===== config.mk =====
export PLATFORM = sky130hd
export DESIGN_NAME = operand_fetch
export DESIGN_NICKNAME = d
export VERILOG_FILES = /design/src/rtl/operand_fetch.sv
export SDC_FILE = /design/constraint.sdc
export NUM_CORES = 1
export LEC_CHECK = 0
export CORE_ASPECT_RATIO = 0.75
export CORE_UTILIZATION = 48
export DETAILED_ROUTE_END_ITERATION = 16
export HOLD_SLACK_MARGIN = 0.05
export PLACE_DENSITY = 0.86
export SYNTH_ARGS = -nofsm -noshare
export SYNTH_HDL_FRONTEND = slang
export SYNTH_SLANG_ARGS = --single-unit

===== constraint.sdc =====
create_clock -name clk -period 5.5 [get_ports clk]
set_input_delay 0.55 -clock clk [delete_from_list [all_inputs] [get_ports clk]]
set_output_delay 0.55 -clock clk [all_outputs]
set_load 0.02 [all_outputs]

===== src/rtl/operand_fetch.sv =====
`default_nettype none
// ----------------------------------------------------------------------------
// operand_fetch : decode/operand-fetch stage with writeback bypass, load
//                 scoreboard and a valid/ready output slot.   Rev 1.0
// ----------------------------------------------------------------------------
module operand_fetch #(
  parameter int XLEN      = 32,
  parameter bit BYPASS_EN = 1'b1
) (
  input  logic            clk,
  input  logic            reset,
  input  logic            in_valid,
  output logic            in_ready,
  input  logic [XLEN-1:0] in_pc,
  input  logic [31:0]     in_inst,
  output logic [4:0]      rs1_addr,
  output logic [4:0]      rs2_addr,
  input  logic [XLEN-1:0] rs1_data,
  input  logic [XLEN-1:0] rs2_data,
  input  logic            is_write,
  input  logic [4:0]      wb_addr,
  input  logic [XLEN-1:0] wb_data,
  input  logic            flush,
  output logic            out_valid,
  input  logic            out_ready,
  output logic [XLEN-1:0] out_pc,
  output logic [31:0]     out_inst,
  output logic [XLEN-1:0] out_rs1,
  output logic [XLEN-1:0] out_rs2,
  output logic [4:0]      out_rd
);

  localparam logic [6:0] c_OP_JALR   = 7'b1100111;
  localparam logic [6:0] c_OP_LOAD   = 7'b0000011;
  localparam logic [6:0] c_OP_IMM    = 7'b0010011;
  localparam logic [6:0] c_OP_BRANCH = 7'b1100011;
  localparam logic [6:0] c_OP_STORE  = 7'b0100011;
  localparam logic [6:0] c_OP_OP     = 7'b0110011;

  logic            r_out_valid;
  logic [XLEN-1:0] r_out_pc;
  logic [31:0]     r_out_inst;
  logic [XLEN-1:0] r_out_rs1;
  logic [XLEN-1:0] r_out_rs2;
  logic [4:0]      r_out_rd;
  logic [31:0]     r_busy;

  logic [6:0]      w_opcode;
  logic [4:0]      w_rd;
  logic            w_use1_op, w_use2_op;
  logic            w_use1, w_use2;
  logic            w_wb_hit1, w_wb_hit2;
  logic            w_busy1, w_busy2;
  logic            w_haz1, w_haz2;
  logic            w_hazard;
  logic            w_accept;
  logic [31:0]     w_clr;
  logic [31:0]     w_set;
  logic [XLEN-1:0] w_op1, w_op2;

  assign w_opcode = in_inst[6:0];
  assign w_rd     = in_inst[11:7];
  assign rs1_addr = in_inst[19:15];
  assign rs2_addr = in_inst[24:20];

  // LUI/AUIPC/JAL and unknown opcodes read no register.
  always_comb begin
    w_use1_op = 1'b0;
    w_use2_op = 1'b0;
    case (w_opcode)
      c_OP_JALR, c_OP_LOAD, c_OP_IMM: w_use1_op = 1'b1;
      c_OP_BRANCH, c_OP_STORE, c_OP_OP: begin
        w_use1_op = 1'b1;
        w_use2_op = 1'b1;
      end
      default: ;
    endcase
  end

  assign w_use1 = w_use1_op & (rs1_addr != 5'd0);
  assign w_use2 = w_use2_op & (rs2_addr != 5'd0);

  assign w_wb_hit1 = is_write & (wb_addr != 5'd0) & (wb_addr == rs1_addr);
  assign w_wb_hit2 = is_write & (wb_addr != 5'd0) & (wb_addr == rs2_addr);

  assign w_clr = is_write ? (32'd1 << wb_addr) : 32'd0;
  assign w_set = (w_accept && (w_opcode == c_OP_LOAD) && (w_rd != 5'd0)) ? (32'd1 << w_rd) : 32'd0;

  // A busy register being written back this cycle is not a scoreboard stall.
  assign w_busy1 = r_busy[rs1_addr] & ~w_clr[rs1_addr];
  assign w_busy2 = r_busy[rs2_addr] & ~w_clr[rs2_addr];

  assign w_haz1   = w_use1 & (w_busy1 | (~BYPASS_EN & w_wb_hit1));
  assign w_haz2   = w_use2 & (w_busy2 | (~BYPASS_EN & w_wb_hit2));
  assign w_hazard = w_haz1 | w_haz2;

  assign w_op1 = (BYPASS_EN && w_wb_hit1) ? wb_data : rs1_data;
  assign w_op2 = (BYPASS_EN && w_wb_hit2) ? wb_data : rs2_data;

  assign in_ready = ~flush & ~w_hazard & (~r_out_valid | out_ready);
  assign w_accept = in_valid & in_ready;

  always_ff @(posedge clk or negedge reset) begin
    if (!reset) begin
      r_out_valid <= 1'b0;
      r_out_pc    <= '0;
      r_out_inst  <= '0;
      r_out_rs1   <= '0;
      r_out_rs2   <= '0;
      r_out_rd    <= '0;
      r_busy      <= '0;
    end else begin
      // Set is applied after clear so a same-cycle load issue wins.
      r_busy <= ((r_busy & ~w_clr) | w_set) & ~32'd1;
      if (w_accept) begin
        r_out_valid <= 1'b1;
        r_out_pc    <= in_pc;
        r_out_inst  <= in_inst;
        r_out_rs1   <= w_op1;
        r_out_rs2   <= w_op2;
        r_out_rd    <= w_rd;
      end else if (out_ready || flush) begin
        r_out_valid <= 1'b0;
      end
    end
  end

  assign out_valid = r_out_valid;
  assign out_pc    = r_out_pc;
  assign out_inst  = r_out_inst;
  assign out_rs1   = r_out_rs1;
  assign out_rs2   = r_out_rs2;
  assign out_rd    = r_out_rd;

endmodule
`default_nettype wire


==> metrics.md <==
| Metric | Value |
|---|---|
| IO buf count | `between 300 and 400` |
| Area Overhead vs Synth | `43.93%` |
| Die area | `17930 um^2` |
| RR Startpoint | `r_busy[19]$_DFF_PN0_` |
| Crit-path max FO | `18` |
| Cell taking the most area after synthesis | `dfrtp_1` |
| Slew HR | `roughly 28%` |
| WHS | `between 0.5 and 0.6 ns` |
| Yosys cell types | `48` |
| Commonest cells after routing, fill and taps aside | `clkdlybuf4s50_1, dfrtp_1, mux2_2, mux2_4, o21ai_0` |
| Crit Reg-Reg Endpoint | `out_rs1[24]$_DFFE_PN0P_` |
| # IOs | `between 300 and 400` |
| Vias in the first global route | `roughly 6300` |
| Initial antenna violation count | `2` |
| Max-cap violations | `0` |
| Clk buf depth | `2` |
| RSZ-0062 raised after global routing | `false` |
| Worst-path clk slew | `~0.060 ns` |
| CP Capture Type | `primary output` |
| CTS buffer count | `17` |
| Core box area | `approximately 17000 um^2` |
| Antenna viol nets, final | `0` |
| Top cells by area, synth | `dfrtp_1, mux2_2, mux2_4` |
| Clock skew | `roughly 0.012 ns` |
| Reg2reg setup slack | `around 2.3 ns` |
| DR DRC count | `0` |
| Pint | `between 2 and 3 mW` |
| Vias per cell | `around 5.5` |
| Clk pwr share | `a little under a third` |
| Final Critical Period | `about 4.4 ns` |
| First-pass GRT wire length | `roughly 36000 um` |
| Net Count, Synth | `797` |
| DR iter-0 viols | `405` |
| Dpl hpwl | `17360 um` |
| Setup crit start | `in_inst[16]` |
| Asr flop ratio synth | `100.0%` |
| Fin crit share | `between 70% and 80%` |
| Starting Density | `49.33%` |
| Post-Syn Area | `8351 um^2` |
| Yosys warns | `0` |
| Slew @ Worst Pin | `about 1.1 ns` |
| Sequential share of power | `a little under 40%` |
| Synth top area share | `47.95%` |
| Layout cell share with drive strength beyond 1 | `around 29%` |
| H-tree Lvls | `4` |
| Slew Limit Fails | `0` |
| Sw Ratio | `a little under a third` |
| Critical path class | `primary input to primary output` |
| Final WL | `~24000 um` |
| Status | `finished clean` |
| Commonest non-fill, non-tap cell in the layout | `clkdlybuf4s50_1` |
| Sw power | `~1.1 mW` |
| Worst-Skew Late Latency | `~0.42 ns` |
| Yosys reg bits | `160` |
| Met3 Use GR | `9.647%` |
| PD cells | `313.8 nW/um^2` |
| Fmax | `approximately 0.23 GHz` |
| Tot GR Track Use | `between 20% and 30%` |
| CP endpoint | `in_ready` |
| Primary FF master, synth | `dfrtp_1` |
| Seq/Total Area, Yosys | `between 40% and 50%` |
| Largest net degree at the start of global routing | `97` |
| Via count | `6289` |
| Worst Reg-to-Reg Cells | `8` |
| CP required | `roughly 5 ns` |
| CTS tree | `done` |
| Setup violations, final | `0` |
| CTS sink cnt | `160` |
| Logic pwr share | `a little under a third` |
| Final Hold Fails | `0` |
| Post-CTS setup buffer count | `0` |
| Die Width | `154.3 um` |
| Leakage | `roughly 4.9 nW` |
| Met2 Track Usage GR | `between 40 and 50%` |
| CP arrival | `between 3 and 4 ns` |
| Gr busiest metal | `met2` |
| Nets | `~1100` |
| Gpl congestion | `roughly 0.94` |
| Number of synthesized flops with an enable pin | `0` |
| CTS Root Buffer Type | `clkbuf_16` |
| Gr ovfl total | `0` |
| Mean post-synth cell area | `13.34 um^2` |
| Hold Crit Class | `flop to flop` |
| Avg WL per Cell | `between 20 and 25 um` |
| DRT Pass-1 Iters | `5` |
| Synthesized instance count | `roughly 630` |
| Met1 usage | `34.56%` |
| TNS Setup | `0 ns` |
| Worst vdd ir | `~0.19 mV` |
| Die Ht | `about 120 um` |
| Row count | `41` |
| CP Launch Type | `primary input` |
state kept, by name, summed over array words and instances (netlist names):
name	flops
out_rs1	32
r_busy	31
out_pc	32
out_inst	32
out_rs2	32
out_valid	1
power by group through the flow:
stage                     Combinational (mW)  Clock [mW]  Sequential (mW)
after floorplan                        0.350           0             1.68
after global placement                  1.15           0             1.47
after detailed placement                1.16           0             1.47
after CTS                               1.17        1.17             1.46
after global routing                    1.22        1.23             1.48
final                                   1.16        1.15             1.46
synthesized netlist by cell type (2+ instances only):
cell,count
dfrtp_1,160
mux2_2,149
mux2_4,44
o21ai_0,32
nand2_1,28
buf_4,27
clkbuf_1,20
or4_1,19
nor4_1,18
a21bo_2,12
mux4_2,12
nor2_1,9
mux2i_1,8
nand2b_1,8
nor2b_1,8
xor2_1,7
buf_12,5
nand3_1,5
a21oi_1,4
a31o_2,4
inv_1,4
a211oi_1,3
and3b_1,3
buf_6,3
o21a_1,3
or3_1,3
xnor2_1,3
buf_1,2
nand4_1,2
nor3_1,2
or2_2,2
worst max-delay path, stage by stage:
cell             delay (ns)
clkdlybuf4s50_1        0.98
mux2_2                 0.30
o21ai_0                0.08
a211oi_1               0.47
o21ai_0                0.20
a31oi_2                0.63
nor2_1                 0.08
clkdlybuf4s50_1        0.56
layout make-up:
class | count | area (um^2)
Fill cell | 1181 | 4910
Sequential cell | 160 | 4004
Multi-Input combinational cell | 404 | 3929
Inverter | 4 | 15.01
Antenna cell | 2 | 5.005
Clock inverter | 13 | 131.4
Tap cell | 215 | 269.0
Timing Repair Buffer | 321 | 3227
Clock buffer | 18 | 439.2
repair_timing:
action                                 CTS  global route
endpoints found under the hold margin   40             0
hold buffers                             1             0
resized for setup                        0             0
metal layers:
metal,vias to the layer above,wire length (um),share of wire [%]
met4,0,522,2.2
li1,2857,-,-
met2,297,11120,46
met3,35,2358,9.8
met1,3100,9993,42
met5,-,0,0
cells by family (layout without fill, tap and decap cells):
family | count (synthesis) | in the layout | synth area share (%)
AOI/OAI and AO/OA | 68 | 68 | 5.664
buffers and inverters | 62 | 356 | 5.259
and+or+nand+nor | 112 | 112 | 7.747
xor gates and xnor gates | 10 | 10 | 1.049
other | 0 | 2 | 0
muxes | 214 | 214 | 32.33
DFF | 160 | 160 | 47.95
worst min path at each step:
stage,to,cells after the start,startpoint
after floorplan,out_inst[0]$_DFFE_PN0P_,0,reset
after global placement,out_pc[15]$_DFFE_PN0P_,1,reset
after detailed placement,out_pc[15]$_DFFE_PN0P_,1,reset
after CTS,out_inst[24]$_DFFE_PN0P_,1,out_inst[24]$_DFFE_PN0P_
after global routing,out_pc[29]$_DFFE_PN0P_,1,out_pc[29]$_DFFE_PN0P_
final,out_inst[23]$_DFFE_PN0P_,1,out_inst[23]$_DFFE_PN0P_
through the flow:
step	worst slack (ns)	utilization, %	cell area (um^2)	instances	total power, mW
floorplan	2.576	-	8351	626	2.034
global placement	1.176	67.54	11430	1103	2.615
detailed placement	1.081	67.54	11430	1103	2.634
CTS	1.171	70.97	12010	1135	3.798
global route	0.8881	71.00	12020	1137	3.925
finish	1.111	71.00	12020	1137	3.772
No activity file was read; power rests on OpenSTA's default activity.
